**src/rtl/csel_pkg.sv**
```systemverilog
// Shared definitions for the pipelined carry-select adder: operation mode and
// the stage-count calculation used to size and validate the pipeline.
package csel_pkg;

  typedef enum logic {
    ADD = 1'b0,
    SUB = 1'b1
  } mode_e;

  // Returns 0 for any configuration that does not split evenly into stages.
  function automatic int calc_nstage(input int width, input int blk, input int blk_per_stage);
    int chunk;
    chunk = blk * blk_per_stage;
    if (chunk <= 0 || width <= 0 || (width % chunk) != 0) begin
      return 0;
    end
    return width / chunk;
  endfunction

endpackage

```
**src/rtl/csel_block.sv**
```systemverilog
// One carry-select block: both carry-in cases are summed up front so the
// late-arriving carry only drives the final mux.
module csel_block #(
  parameter int BLK = 4
) (
  input  logic [BLK-1:0] a,
  input  logic [BLK-1:0] b,
  input  logic           cin,
  output logic [BLK-1:0] sum,
  output logic           cout
);

  logic [BLK:0] res_c0;
  logic [BLK:0] res_c1;

  assign res_c0 = {1'b0, a} + {1'b0, b};
  assign res_c1 = {1'b0, a} + {1'b0, b} + {{BLK{1'b0}}, 1'b1};

  assign sum  = cin ? res_c1[BLK-1:0] : res_c0[BLK-1:0];
  assign cout = cin ? res_c1[BLK]     : res_c0[BLK];

endmodule

```
**src/rtl/pipelined_csel_adder.sv**
```systemverilog
// Pipelined carry-select adder/subtractor with valid/ready handshake; each
// stage resolves BLK_PER_STAGE blocks and passes the carry to the next stage.
module pipelined_csel_adder
  import csel_pkg::*;
#(
  parameter int WIDTH         = 16,
  parameter int BLK           = 4,
  parameter int BLK_PER_STAGE = 1
) (
  input  logic             clk,
  input  logic             rst,
  input  logic             in_valid,
  output logic             in_ready,
  input  logic [WIDTH-1:0] a,
  input  logic [WIDTH-1:0] b,
  input  logic             cin,
  input  logic             sub,
  output logic             out_valid,
  input  logic             out_ready,
  output logic [WIDTH-1:0] sum,
  output logic             cout,
  output logic             ovf
);

  localparam int NSTAGE = calc_nstage(WIDTH, BLK, BLK_PER_STAGE);
  localparam int SW     = BLK * BLK_PER_STAGE;
  localparam int NS     = (NSTAGE < 1) ? 1 : NSTAGE;

  if (NSTAGE < 1) begin : g_bad_cfg
    $error("pipelined_csel_adder: WIDTH must be a non-zero multiple of BLK*BLK_PER_STAGE");
  end

  mode_e            mode;
  logic             advance;
  logic [WIDTH-1:0] b_eff;
  logic             cin_eff;

  assign mode     = mode_e'(sub);
  assign advance  = !out_valid || out_ready;
  assign in_ready = advance;
  assign b_eff    = (mode == SUB) ? ~b : b;
  assign cin_eff  = (mode == SUB) ? ~cin : cin;

  for (genvar gi = 0; gi < NS; gi++) begin : g_stage
    localparam int LO   = gi * SW;
    localparam int DONE = LO + SW;
    localparam int REM  = WIDTH - DONE;

    logic                   v_in;
    logic                   c_in;
    logic                   a_msb_in;
    logic                   b_msb_in;
    logic [WIDTH-LO-1:0]    op_a;
    logic [WIDTH-LO-1:0]    op_b;
    logic [DONE-1:0]        sum_new;
    logic [SW-1:0]          blk_s;
    logic [BLK_PER_STAGE:0] chain;

    logic            valid_q, valid_d;
    logic            carry_q, carry_d;
    logic            a_msb_q, a_msb_d;
    logic            b_msb_q, b_msb_d;
    logic [DONE-1:0] sum_q, sum_d;

    // Stage 0 reads the ports; later stages read only the bits still unconsumed.
    if (gi == 0) begin : g_src
      assign v_in     = in_valid;
      assign c_in     = cin_eff;
      assign op_a     = a;
      assign op_b     = b_eff;
      assign a_msb_in = a[WIDTH-1];
      assign b_msb_in = b_eff[WIDTH-1];
      assign sum_new  = blk_s;
    end else begin : g_src
      assign v_in     = g_stage[gi-1].valid_q;
      assign c_in     = g_stage[gi-1].carry_q;
      assign op_a     = g_stage[gi-1].g_rem.rem_a_q;
      assign op_b     = g_stage[gi-1].g_rem.rem_b_q;
      assign a_msb_in = g_stage[gi-1].a_msb_q;
      assign b_msb_in = g_stage[gi-1].b_msb_q;
      assign sum_new  = {blk_s, g_stage[gi-1].sum_q};
    end

    assign chain[0] = c_in;
    for (genvar gj = 0; gj < BLK_PER_STAGE; gj++) begin : g_blk
      csel_block #(
        .BLK(BLK)
      ) u_blk (
        .a   (op_a[gj*BLK +: BLK]),
        .b   (op_b[gj*BLK +: BLK]),
        .cin (chain[gj]),
        .sum (blk_s[gj*BLK +: BLK]),
        .cout(chain[gj+1])
      );
    end

    // Data only loads with a valid op, so bubbles never disturb the outputs.
    always_comb begin
      valid_d = valid_q;
      carry_d = carry_q;
      a_msb_d = a_msb_q;
      b_msb_d = b_msb_q;
      sum_d   = sum_q;
      if (advance) begin
        valid_d = v_in;
        if (v_in) begin
          carry_d = chain[BLK_PER_STAGE];
          a_msb_d = a_msb_in;
          b_msb_d = b_msb_in;
          sum_d   = sum_new;
        end
      end
    end

    always_ff @(posedge clk) begin
      if (rst) begin
        valid_q <= 1'b0;
        carry_q <= 1'b0;
        a_msb_q <= 1'b0;
        b_msb_q <= 1'b0;
        sum_q   <= '0;
      end else begin
        valid_q <= valid_d;
        carry_q <= carry_d;
        a_msb_q <= a_msb_d;
        b_msb_q <= b_msb_d;
        sum_q   <= sum_d;
      end
    end

    if (REM > 0) begin : g_rem
      logic [REM-1:0] rem_a_q, rem_a_d;
      logic [REM-1:0] rem_b_q, rem_b_d;

      always_comb begin
        rem_a_d = rem_a_q;
        rem_b_d = rem_b_q;
        if (advance && v_in) begin
          rem_a_d = op_a[WIDTH-LO-1:SW];
          rem_b_d = op_b[WIDTH-LO-1:SW];
        end
      end

      always_ff @(posedge clk) begin
        if (rst) begin
          rem_a_q <= '0;
          rem_b_q <= '0;
        end else begin
          rem_a_q <= rem_a_d;
          rem_b_q <= rem_b_d;
        end
      end
    end
  end

  assign out_valid = g_stage[NS-1].valid_q;
  assign sum       = g_stage[NS-1].sum_q;
  assign cout      = g_stage[NS-1].carry_q;
  assign ovf       = (g_stage[NS-1].a_msb_q == g_stage[NS-1].b_msb_q) &&
                     (g_stage[NS-1].sum_q[WIDTH-1] != g_stage[NS-1].a_msb_q);

endmodule
```
**config.mk**
```make
export PLATFORM = sky130hd
export DESIGN_NAME = pipelined_csel_adder
export DESIGN_NICKNAME = d
export VERILOG_FILES = /design/src/rtl/csel_pkg.sv /design/src/rtl/csel_block.sv /design/src/rtl/pipelined_csel_adder.sv
export SDC_FILE = /design/constraint.sdc
export NUM_CORES = 1
export LEC_CHECK = 0
export BUFFER_PORTS_ARGS = -buffer_cell sky130_fd_sc_hd__buf_2
export CORE_AREA = 2 2 73 145
export DETAILED_ROUTE_END_ITERATION = 12
export DIE_AREA = 0 0 75 147
export GPL_TIMING_DRIVEN = 0
export SYNTH_ARGS = -nofsm -noshare
export SYNTH_HDL_FRONTEND = slang
export SYNTH_SLANG_ARGS = --single-unit
```
**constraint.sdc**
```tcl
create_clock -name clk -period 2.95 [get_ports clk]
set_clock_uncertainty 0.2 [all_clocks]
set_input_delay 0 -clock clk [delete_from_list [all_inputs] [get_ports clk]]
set_output_delay 0 -clock clk [all_outputs]
set_load 0.01 [all_outputs]
```
== Word level (Yosys, flattened, before mapping) ==
Index checks and enable logic that the tools add are counted.

* Input port bits: 38
* Flip-flop bits (word level): 104

* Equality and inequality tests: 2
* Reduce and logical (&&, ||, !) cells: 10
* Bitwise gates (word level): 2
* Add/sub/neg operators: 8
* Muxes and demuxes: 10

{| class="wikitable"
|+ Operators with widths
! cell !! count
|-
| adder 4 x 4 -> 5 bit || 4
|-
| adder 5 x 1 -> 5 bit, second input constant || 4
|-
| two-way mux 16 bit || 1
|-
| two-way mux 4 bit || 4
|-
| NOT 16 bit || 1
|-
| AND reduction 2 bit || 4
|-
| two-way mux 1 bit || 5
|-
| logical AND 1 bit || 4
|-
| equality test 1 bit || 1
|-
| zero test 1 bit || 1
|-
| logical OR 1 bit || 1
|-
| inequality test 1 bit || 1
|-
| NOT 1 bit || 1
|}

== Longest topological paths before layout ==
Gate-level depths: netlist of the first run.

* Depth in word-level cells: 5
* Mapped depth: 11
* Gate-level depth less buffers: 9

== Modules after synthesis ==
A second synthesis of the first run with hierarchy kept.

* Cells, all modules: 556
* Area, all modules: 4837.1 um^2

{| class="wikitable"
|+ By module, submodules not included
! module !! area an instance (um^2) !! cells an instance !! instances !! sequential area each (um^2)
|-
| pipelined_csel_adder || 3888.7 || 454 || 1 || 1961.9
|-
| csel_block (g_stage[0].g_blk[0].u_blk ...) || 242.7 || 25 || 2 || 0.0
|-
| csel_block (g_stage[3].g_blk[0].u_blk) || 234.0 || 28 || 1 || 0.0
|-
| csel_block (g_stage[2].g_blk[0].u_blk) || 229.0 || 24 || 1 || 0.0
|}

== Worst setup path after synthesis of the first run ==
OpenSTA, ideal clock, no wires.

* Kind: input -> register
* Start point: input sub
* End point: register g_stage[0].sum_q[3]
* Arrival time: 2057 ps
* Setup slack: 614 ps
* Stages on the path: 10
* Cells stage by stage: buf_6 > buf_2 > xor2_1 > ha_1 > inv_1 > fa_1 > xnor2_1 > and4_1 > xnor3_1 > a211oi_2

* Word-level cells in the longest chain between the ends: 4
* Elaborated cells between the ends (all ways): 5

{| class="wikitable"
|+ RTL lines
! what !! RTL line !! text
|-
| start: declaration || pipelined_csel_adder.sv:17 || <nowiki>input logic sub,</nowiki>
|-
| two-way mux 16 bit || pipelined_csel_adder.sv:41 || <nowiki>assign b_eff = (mode == SUB) ? ~b : b;</nowiki>
|-
| adder 4 x 4 -> 5 bit || csel_block.sv:16, csel_block.sv:17 ||
|-
| adder 5 x 1 -> 5 bit || csel_block.sv:17 || <nowiki>assign res_c1 = {1'b0, a} + {1'b0, b} + {{BLK{1'b0}}, 1'b1};</nowiki>
|-
| two-way mux 4 bit (*) || csel_block.sv:19 || <nowiki>assign sum = cin ? res_c1[BLK-1:0] : res_c0[BLK-1:0];</nowiki>
|-
| end signal: assignment || pipelined_csel_adder.sv:127 || <nowiki>sum_q <= sum_d;</nowiki>
|-
| end: declaration || pipelined_csel_adder.sv:63 || <nowiki>logic [DONE-1:0] sum_q, sum_d;</nowiki>
|}

Every way passes the cells marked *; elsewhere a longest branch is shown, timed or not.
A chain may end at the register's enable or synchronous reset.

== Worst setup path in the final report of the first run ==
* Start point: input a[0]
* End point: register g_stage[0].carry_q

* Word-level cells in the longest chain between the ends: 3

{| class="wikitable"
|+ RTL lines
! what !! RTL line !! text
|-
| start: declaration || pipelined_csel_adder.sv:14 || <nowiki>input logic [WIDTH-1:0] a,</nowiki>
|-
| adder 4 x 4 -> 5 bit (*) || csel_block.sv:16, csel_block.sv:17 ||
|-
| adder 5 x 1 -> 5 bit || csel_block.sv:17 ||
|-
| two-way mux 1 bit (*) || csel_block.sv:20 || <nowiki>assign cout = cin ? res_c1[BLK] : res_c0[BLK];</nowiki>
|-
| end signal: assignment || pipelined_csel_adder.sv:124 || <nowiki>carry_q <= carry_d;</nowiki>
|-
| end: declaration || pipelined_csel_adder.sv:60 || <nowiki>logic carry_q, carry_d;</nowiki>
|}

Marks and branches as above.

==> results.md, run 1 <==
* Clock sinks at 98
* Synthesis Warnings at 0
* Largest net degree at the start of global routing at 17
* Lkg Pwr at 2.28 nW
* Max Cap Viol at 0
* Vias at 3902
* Worst path required time at 3030 ps
* Post-Syn Instances at 535
* Die X at 75 um
* Routed wire per std cell at 14.0 um
* Crit Path Class: in2reg
* VDD IR-drop max at 0.445 mV
* Nets at 706
* RSZ-0062 raised after global routing: no
* Hold Path Class: in2reg
* Final Hold Vio Count at 0
* Die height at 147 um
* Global Route Usage Sum at 21.2%
* Sequential area share after synthesis at 44.1%
* Power per cell area at 547 mW/mm2
* Clk Latency, worst-skew pair at 350 ps
* Worst EP arrival at 2830 ps
* CTS buffer count at 9
* Net count after synthesis at 597
* Final TNS setup at 0 ps
* PortBufs at 56
* Core area at 0.00995 mm2
* Achievable Freq at 362 MHz
* Vias in the first global route at 3747
* Root buf cell: clkbuf_16
* DRT antenna net count at 0
* Final HPWL DP at 7990 um
* Switching Power at 0.000761 W
* FF+latch count, synth at 98
* Die area at 0.0110 mm2
* Post-CTS setup buffers at 0
* Drt total wl at 11000 um
* WHS at 80.3 ps
* Antenna fix cells at 0
* I/O pin cnt at 58
* Ys flop type: dfxtp_1
* Initial drt markers at 170
* Final worst path period need at 2760 ps
* Internal at 0.00234 W
* Drc violations at 0
* Synthesized cell area at 0.00445 mm2
* Drt first pass iters at 5
* Final Cycle Share at 93.5%
* Unique masters post-synth at 41
* Proportion of layout cells with a drive suffix above 1 at 14.6%
* Final slew viol count at 0
* CTS clk-pin slew, worst paths at 70 ps
* Comb pwr share at 13.0%
* Syn avg cell area at 8.31 um2
* Relative slew slack at 55.1%
* Clk network pwr share at 41.5%
* Fillers at 983
* Vias/cell at 4.98
* Critical Path Fanout Max at 2
* Slew @ Worst Pin at 674 ps
* H-tree Lvls at 3
* Row count at 52
* Share of synthesized registers carrying an async set or reset at 0%
* Sequential share of power at 45.6%
* Clock buffer depth at 2
* Starting density of the core at 44.7%
* Area Overhead vs Synth at 27.2%
* EDFF count, synth at 0
* RePlAce Congestion at 0.874
* CTS tree: built
* Status: finished clean
* Initial antenna violation count at 0
* First-pass GRT wire length at 17800 um
* CP startpoint kind: primary input
* GR Overflow Total at 0
* Worst setup EP type: flip-flop
* Switch share at 24.6%
* Final setup fails at 0
## registers in the layout (all words and copies together), names as in the netlist
name / cells
g_stage.a_msb_q: 4
g_stage.b_msb_q: 4
g_stage.sum_q: 24
g_stage.g_rem.rem_a_q: 21
g_stage.g_rem.rem_b_q: 21
sum: 16
g_stage.carry_q: 3
cout: 1
out_valid: 1
g_stage.valid_q: 3
## stage by stage
step                      util, %  instances  total power [W]  instance area, um2  setup WS [ps]
after floorplan                 -        535          0.00168                4450            614
after global placement       49.2        726          0.00178                4900            395
after detailed placement     49.2        726          0.00179                4900            347
after CTS                    56.7        784          0.00310                5650            152
after global routing         56.8        784          0.00321                5660           43.1
final                        56.8        784          0.00310                5660            191
## cell usage in the layout (no fill, tap or decap), drive strengths merged, types with 4 or more instances in the layout
cell type	count
a211oi	21
a21o	6
a21oi	81
and2	5
and3	4
buf	72
clkbuf	29
dfxtp	98
dlygate4sd3	43
fa	4
ha	20
inv	10
nand2	142
nand3	12
nor2	28
nor3b	4
nor4	6
o211ai	5
xnor2	16
xor2	9
## cells in the mapped netlist, types with 2 or more instances
library cell    n  area [um2]
nand2_1       141         529
dfxtp_1        98        1960
a21oi_1        81         405
nor2_1         28         105
a211oi_1       20         150
ha_1           20         250
clkbuf_1       19        71.3
xnor2_1        16         140
buf_2          14        70.1
nand3_1        11        55.1
inv_1           8        30.0
xor2_1          8        70.1
a21o_1          6        45.0
nor4_1          6        37.5
and2_1          5        31.3
o211ai_1        5        37.5
and3_1          4        25.0
fa_1            4        80.1
nor3b_1         4        30.0
mux2i_1         3        30.0
nand3b_1        3        22.5
nand4_1         3        18.8
o21bai_1        3        22.5
o31a_1          3        26.3
o31ai_1         3        22.5
buf_6           2        22.5
nor2b_1         2        12.5
or2_2           2        12.5
## cells by family (layout without fill, tap and decap cells)
family	count (synthesis)	in the layout	share of synthesized area, %
simple gates	215	215	20.8
compound gates	124	124	16.5
flops	98	98	44.1
buf+inv	45	159	4.64
xor+xnor	26	26	5.85
fa+ha+maj	24	24	7.43
mux	3	3	0.675
## power by group through the flow
stage                     clock, W  combinational [W]  sequential [W]
after global routing       0.00135           0.000450         0.00142
after detailed placement         0           0.000348         0.00144
after global placement           0           0.000344         0.00144
after floorplan                  0           0.000252         0.00143
final                      0.00128           0.000401         0.00141
after CTS                  0.00129           0.000400         0.00141
## critical path: stages
cell and delay [ps]:
dlygate4sd3_1 530, buf_2 120, ha_1 200, inv_1 70, fa_1 440, inv_1 100, ha_1 180, nand3_2 80
or4_1 410, dlygate4sd3_1 570, o211ai_1 140
## routing by layer
layer / up-vias / GRT usage, % / wire (um)
met5: - / 0 / 0
met4: 0 / 8.75 / 319
met3: 20 / 3.43 / 261
met2: 69 / 36.3 / 5720
met1: 1786 / 25.3 / 4650
li1: 2027 / - / -
## area by class of cell
cell class	count	area (um2)	area share, %
Multi-Input combinational cell	392	2290	40.4
Sequential cell	98	1960	34.7
Timing Repair Buffer	99	711	12.6
Clock buffer	10	239	4.22
Tap cell	135	169	2.99
Buffer	35	163	2.87
Clock inverter	6	88.8	1.57
Inverter	9	38.8	0.686
## worst paths after layout
kind	start	to	slack, ps	cells after the start
worst max-delay path	a[0]	g_stage[0].carry_q$_SDFFE_PP0P_	190	11
worst min-delay path	sub	g_stage[0].sum_q[1]$_SDFFE_PP0P_	80	5
worst max register to register	out_valid$_SDFFE_PP0N_	g_stage[0].carry_q$_SDFFE_PP0P_	640	7
worst min register to register	sum[0]$_SDFFE_PP0P_	sum[0]$_SDFFE_PP0P_	250	2
## what timing repair did
| action | in CTS | in global routing |
|---|---|---|
| resized for setup | 0 | 1 |
| hold endpoints to repair | 31 | 6 |
| hold buffers | 42 | 1 |
| setup endpoints to repair | 0 | 1 |
Note: power is estimated with default switching activity, not from simulation.
==> run 2, diff against run 1 <==
--- a/config.mk
+++ b/config.mk
@@ -7,6 +7,7 @@
 export LEC_CHECK = 0
 export BUFFER_PORTS_ARGS = -buffer_cell sky130_fd_sc_hd__buf_2
 export CORE_AREA = 2 2 73 145
+export CTS_BUF_LIST = sky130_fd_sc_hd__clkbuf_2 sky130_fd_sc_hd__clkbuf_4 sky130_fd_sc_hd__clkbuf_8
 export DETAILED_ROUTE_END_ITERATION = 12
 export DIE_AREA = 0 0 75 147
 export GPL_TIMING_DRIVEN = 0
==> run 2 against run 1 <==
Net effect:
- the flow now finishes with violations (hold timing)
- count of clock-buffer cells in the layout unchanged
- fmax is 0.87% higher
- worst setup slack better by 24 ps
- routed wire length shrank 0.39%
- sequential cell count unchanged
- die area unchanged
- non-clock buffer count stayed put
- largest power group unchanged
==> results.md, run 2 (synthesized netlist as in run 1, its figures left out) <==
* Status: finished with violations
* Failing checks: hold timing
* Post-Place Worst Slack at 347 ps
* GR Overflow Total at 0
* Routed wire per std cell at 13.9 um
* Nets at 706
* Reg2reg start: out_valid$_SDFFE_PP0N_
* Vias at 3917
* Die X at 75 um
* Drc violations at 0
* Vias/cell at 5.00
* Top Registers: g_stage.sum_q (24), g_stage.g_rem.rem_a_q (21), g_stage.g_rem.rem_b_q (21)
* Slew @ Worst Pin at 647 ps
* Final TNS setup at 0 ps
* Final Cycle Share at 92.7%
* Critical path's slowest cell: dlygate4sd3_1
* Max FFs per register at 24
* Global Route Usage Sum at 21.1%
* Max Cap Viol at 0
* Lkg Pwr at 2.24 nW
* Power per cell area at 504 mW/mm2
* First-pass GRT wire length at 17800 um
* Worst Setup Slack, final at 215 ps
* Proportion of layout cells with a drive suffix above 1 at 14.8%
* Initial antenna violation count at 0
* Clock sinks at 98
* H-tree Lvls at 3
* Worst EP arrival at 2840 ps
* Top reg by flops: g_stage.sum_q
* Critical Path, Cell by Cell: buf_6, buf_2, xor2_1, ha_1, inv_1, fa_1, inv_1, ha_1, nand3_2, or4_1, dlygate4sd3_1, o211ai_1
* CP startpoint kind: primary input
* Hold Path Class: in2reg
* Vias in the first global route at 3763
* Clk Latency, worst-skew pair at 370 ps
* Root buf cell: clkbuf_8
* Crit path largest cell delay at 570 ps
* VDD IR-drop max at 0.418 mV
* PortBufs at 56
* Drt total wl at 10900 um
* Antenna fix cells at 0
* DRT antenna net count at 0
* Die height at 147 um
* Area Overhead vs Synth at 24.8%
* CTS buffer count at 9
* Crit Path Class: in2reg
* Initial drt markers at 146
* Crit. Startpoint: sub
* Commonest non-fill, non-tap cell in the layout: nand2_1
* Worst Min Path Start: sub
* Final HPWL DP at 7990 um
* Clock buffer depth at 2
* Final Hold Vio Count at 1
* Critical Path Fanout Max at 10
* Final slew viol count at 0
* Row count at 52
* Worst setup EP type: flip-flop
* Final worst path period need at 2730 ps
* Drt first pass iters at 4
* RePlAce Congestion at 0.874
* Die area at 0.0110 mm2
* Largest net degree at the start of global routing at 17
* Starting density of the core at 44.7%
* RSZ-0062 raised after global routing: no
* Core area at 0.00995 mm2
* Top Family by Delay on Critical Path: buffers and inverters
* Final setup fails at 0
* CTS tree: built
* Relative slew slack at 56.9%
* Worst path required time at 3060 ps
* Crit path buf inv count at 5
* WHS at -3.69 ps
* I/O pin cnt at 58
* CTS clk-pin slew, worst paths at 90 ps
* Commonest cells after routing, fill and taps aside: nand2_1, dfxtp_1, a21oi_1
* Achievable Freq at 366 MHz
-- run 2: cell types whose count changed in the layout (fill, tap and decap cells not counted) --
| cell | previous run | this run |
|---|---|---|
| buf_2 | 69 | 70 |
| dlygate4sd3_1 | 43 | 42 |
| clkbuf_8 | 1 | 10 |
| clkbuf_16 | 9 | 0 |
-- run 2: metrics by stage --
step / utilization [%] / instances / total power (W) / area (um2) / hold slack [ps]
2_1_floorplan: - / 535 / 0.00168 / 4450 / -64.0
3_3_place_gp: 49.2 / 726 / 0.00178 / 4900 / 46.3
3_5_place_dp: 49.2 / 726 / 0.00179 / 4900 / 48.5
4_1_cts: 55.7 / 784 / 0.00280 / 5540 / 20.5
6_report: 55.8 / 784 / 0.00280 / 5550 / -3.69
5_1_grt: 55.8 / 784 / 0.00291 / 5550 / 90.6
-- run 2: power by group --
part           internal [W]  total [W]  switching, W  leakage (nW)
clock              0.000502   0.000988      0.000486         0.109
sequential          0.00137    0.00141     0.0000351         0.799
combinational      0.000192   0.000400      0.000208          1.33
total               0.00207    0.00280      0.000729          2.24
-- run 2: worst reg2reg max path: stages (launching register included) --
cell and delay [ps]:
dfxtp_1 310, nor2b_1 130, buf_6 140, inv_6 90, nand2_2 130, or4_1 520
dlygate4sd3_1 570, o211ai_1 140
-- run 2: final timing paths --
kind | cells past startpoint | to | slack [ps]
max | 12 | g_stage[0].carry_q$_SDFFE_PP0P_ | 220
min | 5 | g_stage[0].sum_q[1]$_SDFFE_PP0P_ | -4
max reg2reg | 7 | g_stage[0].carry_q$_SDFFE_PP0P_ | 630
min reg2reg | 2 | sum[0]$_SDFFE_PP0P_ | 250
-- run 2: routing by layer --
layer  global-route usage, %  vias up  part of all wire, %
met4                    8.84        0                  2.7
li1                        -     2035                    -
met2                    36.5       64                   52
met5                       0        -                    0
met3                    3.22       19                  2.3
met1                    25.0     1799                   43
-- run 2: area by class of cell --
type | instances | area, um2
Buffer | 36 | 168
Clock buffer | 10 | 138
Clock inverter | 6 | 88.8
Fill cell | 994 | 4400
Inverter | 9 | 38.8
Multi-Input combinational cell | 392 | 2290
Sequential cell | 98 | 1960
Tap cell | 135 | 169
Timing Repair Buffer | 98 | 701
-- run 2: what timing repair did --
action	in CTS	in global routing
resized for setup	0	1
setup buffers	0	0
endpoints found under the setup margin	0	1
hold buffers	42	0
hold endpoints to repair	32	0
==> run 3, diff against run 2 <==
--- a/config.mk
+++ b/config.mk
@@ -5,11 +5,12 @@
 export SDC_FILE = /design/constraint.sdc
 export NUM_CORES = 1
 export LEC_CHECK = 0
+export ABC_AREA = 1
 export BUFFER_PORTS_ARGS = -buffer_cell sky130_fd_sc_hd__buf_2
-export CORE_AREA = 2 2 73 145
+export CORE_AREA = 2 2 74 147
 export CTS_BUF_LIST = sky130_fd_sc_hd__clkbuf_2 sky130_fd_sc_hd__clkbuf_4 sky130_fd_sc_hd__clkbuf_8
 export DETAILED_ROUTE_END_ITERATION = 12
-export DIE_AREA = 0 0 75 147
+export DIE_AREA = 0 0 76 149
 export GPL_TIMING_DRIVEN = 0
 export SYNTH_ARGS = -nofsm -noshare
 export SYNTH_HDL_FRONTEND = slang
==> run 3 against run 2 <==
Net effect:
- the flow now finishes without violations
- synthesized area increased by 3.6%
- sequential cell count unchanged
- global-route usage increased by 0.44 points
- worst setup slack improved by 230 ps
- critical endpoint is now g_stage[0].sum_q[0]$_SDFFE_PP0P_
==> results.md, run 3 <==
* Status: finished clean
* Final TNS setup at 0 ps
* Final slew viol count at 0
* Commonest non-fill, non-tap cell in the layout: nor2_1
* Post-Place Worst Slack at 634 ps
* Share of synthesized registers carrying an async set or reset at 0%
* VDD IR-drop max at 0.310 mV
* Top Registers: g_stage.sum_q (24), g_stage.g_rem.rem_a_q (21), g_stage.g_rem.rem_b_q (21)
* Largest net degree at the start of global routing at 19
* Top cell type's share of synthesized area at 42.6%
* DRT antenna net count at 0
* Synth area leaders: dfxtp_1, nor2_1, o21ai_0
* Placed inst area at 0.00505 mm2
* Initial antenna violation count at 0
* Worst EP arrival at 2580 ps
* Initial drt markers at 177
* Die area at 0.0113 mm2
* Layout Cells excl Fill at 854
* Worst Setup Slack, final at 446 ps
* CTS buffer count at 9
* Cell taking the most area after synthesis: dfxtp_1
* Routed wire per std cell at 13.4 um
* Final Instance Area at 0.00572 mm2
* Top Family by Delay on Critical Path: buffers and inverters
* Hold path depth at 6
* Post-CTS Hold Buffers at 46
* Post-CTS setup buffers at 0
* PostCTS Resize Cnt at 0
* Proportion of layout cells with a drive suffix above 1 at 15.8%
* Vias/cell at 4.83
* Root buf cell: clkbuf_8
* Vias at 4127
* CTS clk-pin slew, worst paths at 100 ps
* PortBufs at 55
* Synthesis Warnings at 0
* Clock buffer depth at 2
* Max FFs per register at 24
* RSZ-0062 raised after global routing: no
* Final worst path period need at 2500 ps
* FF+latch count, synth at 98
* Count leader, synth: nor2_1
* Crit path largest cell delay at 570 ps
* Placed cell count at 792
* Row count at 53
* Critical path's slowest cell: dlygate4sd3_1
* Final HPWL DP at 8330 um
* First-pass GRT wire length at 19100 um
* Worst setup EP type: flip-flop
* CTS tree: built
* Lkg Pwr at 2.63 nW
* I/O pin cnt at 58
* Top Layer Used: met4
* Final Hold Vio Count at 0
* Hold Path Class: in2reg
* Critical Path Fanout Max at 8
* CP startpoint kind: flip-flop
* Final Cycle Share at 84.9%
* RePlAce Congestion at 0.793
* Worst path required time at 3030 ps
* Starting density of the core at 44.8%
* Power per cell area at 507 mW/mm2
* Critical Path, Cell by Cell: inv_1, nor2_4, nor2_4, inv_2, a21oi_1, dlygate4sd3_1, o21ai_0, dlygate4sd3_1, inv_1
* Relative slew slack at 51.1%
* Nets at 774
* GR Overflow Total at 0
* Metal1 wirelength at 4630 um
* Drc violations at 0
* Max Cap Viol at 0
* Register-to-Register Path Depth at 9
* Net count after synthesis at 662
* Die height at 149 um
* Synthesized cell area at 0.00461 mm2
* Achievable Freq at 399 MHz
* Drt total wl at 11400 um
* Die X at 76 um
* Antenna fix cells at 0
* Commonest cells after routing, fill and taps aside: nor2_1, dfxtp_1, o21ai_0
* Post-Syn Instances at 600
* Area Overhead vs Synth at 24.2%
* WL met3 at 318 um
* EDFF count, synth at 0
* Drt first pass iters at 4
* Clk Latency, worst-skew pair at 380 ps
* Global Route Usage Sum at 21.6%
* Fillers at 1026
* Slew @ Worst Pin at 733 ps
* WL met2 at 6030 um
* Crit path buf inv count at 5
* Final setup fails at 0
* Crit Path Class: reg2reg
* H-tree Lvls at 3
* Sequential area share after synthesis at 42.6%
* Syn avg cell area at 7.68 um2
* Clock sinks at 98
* Unique masters post-synth at 30
* Core area at 0.0103 mm2
* Ys flop type: dfxtp_1
* Worst path depth at 9
* Vias in the first global route at 4185
* Commonest cells post-synth: nor2_1, dfxtp_1, o21ai_0, nand2_1, inv_1
* Top reg by flops: g_stage.sum_q
-- run 3: cell count changes after synthesis, moves of 6 or more --
| cell | change |
|---|---|
| a211oi_1 | -20 |
| a211oi_2 | +7 |
| a21o_1 | -6 |
| a21oi_1 | -49 |
| buf_2 | -11 |
| buf_4 | +7 |
| clkbuf_1 | -7 |
| inv_1 | +37 |
| nand2_1 | -71 |
| nor2_1 | +122 |
| nor4_1 | -6 |
| o21ai_0 | +71 |
-- run 3: tightest hold or removal path, stage by stage --
cell	delay, ps
buf_2	80
ha_1	180
nand3_1	110
nor2_1	100
o21ai_1	70
inv_1	40
-- run 3: per-layer routing --
metal | vias up | GRT usage, %
met5 | - | 0
met1 | 1882 | 22.4
met4 | 0 | 11.1
met2 | 72 | 41.3
met3 | 29 | 3.21
li1 | 2144 | -
-- run 3: metrics by stage --
stage / total power [W] / utilization (%) / hold slack, ps
6_report: 0.00290 / 55.7 / 21.1
5_1_grt: 0.00306 / 55.7 / 98.3
4_1_cts: 0.00293 / 55.7 / 15.3
3_5_place_dp: 0.00196 / 49.2 / 28.4
3_3_place_gp: 0.00195 / 49.2 / 23.5
2_1_floorplan: 0.00181 / - / -73.2
-- run 3: logic make-up after synthesis --
logic type / synth area share, %
adders and majority gates: 7.17
xor gates and xnor gates: 4.37
DFF: 42.6
buffers and inverters: 8.42
and+or+nand+nor: 22.7
AOI/OAI and AO/OA: 14.7
-- run 3: area by class of cell --
class / instances / area (um2) / area share, %
Clock buffer: 9 / 124 / 2.16
Multi-Input combinational cell: 422 / 2260 / 39.4
Buffer: 29 / 191 / 3.35
Tap cell: 137 / 171 / 3.00
Timing Repair Buffer: 101 / 736 / 12.9
Sequential cell: 98 / 1960 / 34.3
Clock inverter: 7 / 83.8 / 1.47
Inverter: 51 / 196 / 3.43
-- run 3: final timing paths --
kind / slack [ps] / start / end
max: 450 / out_valid$_SDFFE_PP0N_ / g_stage[0].sum_q[0]$_SDFFE_PP0P_
min: 20 / a[0] / g_stage[0].sum_q[3]$_SDFFE_PP0P_
max reg2reg: 450 / out_valid$_SDFFE_PP0N_ / g_stage[0].sum_q[0]$_SDFFE_PP0P_
min reg2reg: 250 / g_stage[0].sum_q[0]$_SDFFE_PP0P_ / g_stage[1].sum_q[0]$_SDFFE_PP0P_
-- run 3: power by group --
part           switching, W  internal, W
clock              0.000509     0.000407
sequential        0.0000499      0.00141
combinational      0.000288     0.000240
total              0.000847      0.00205
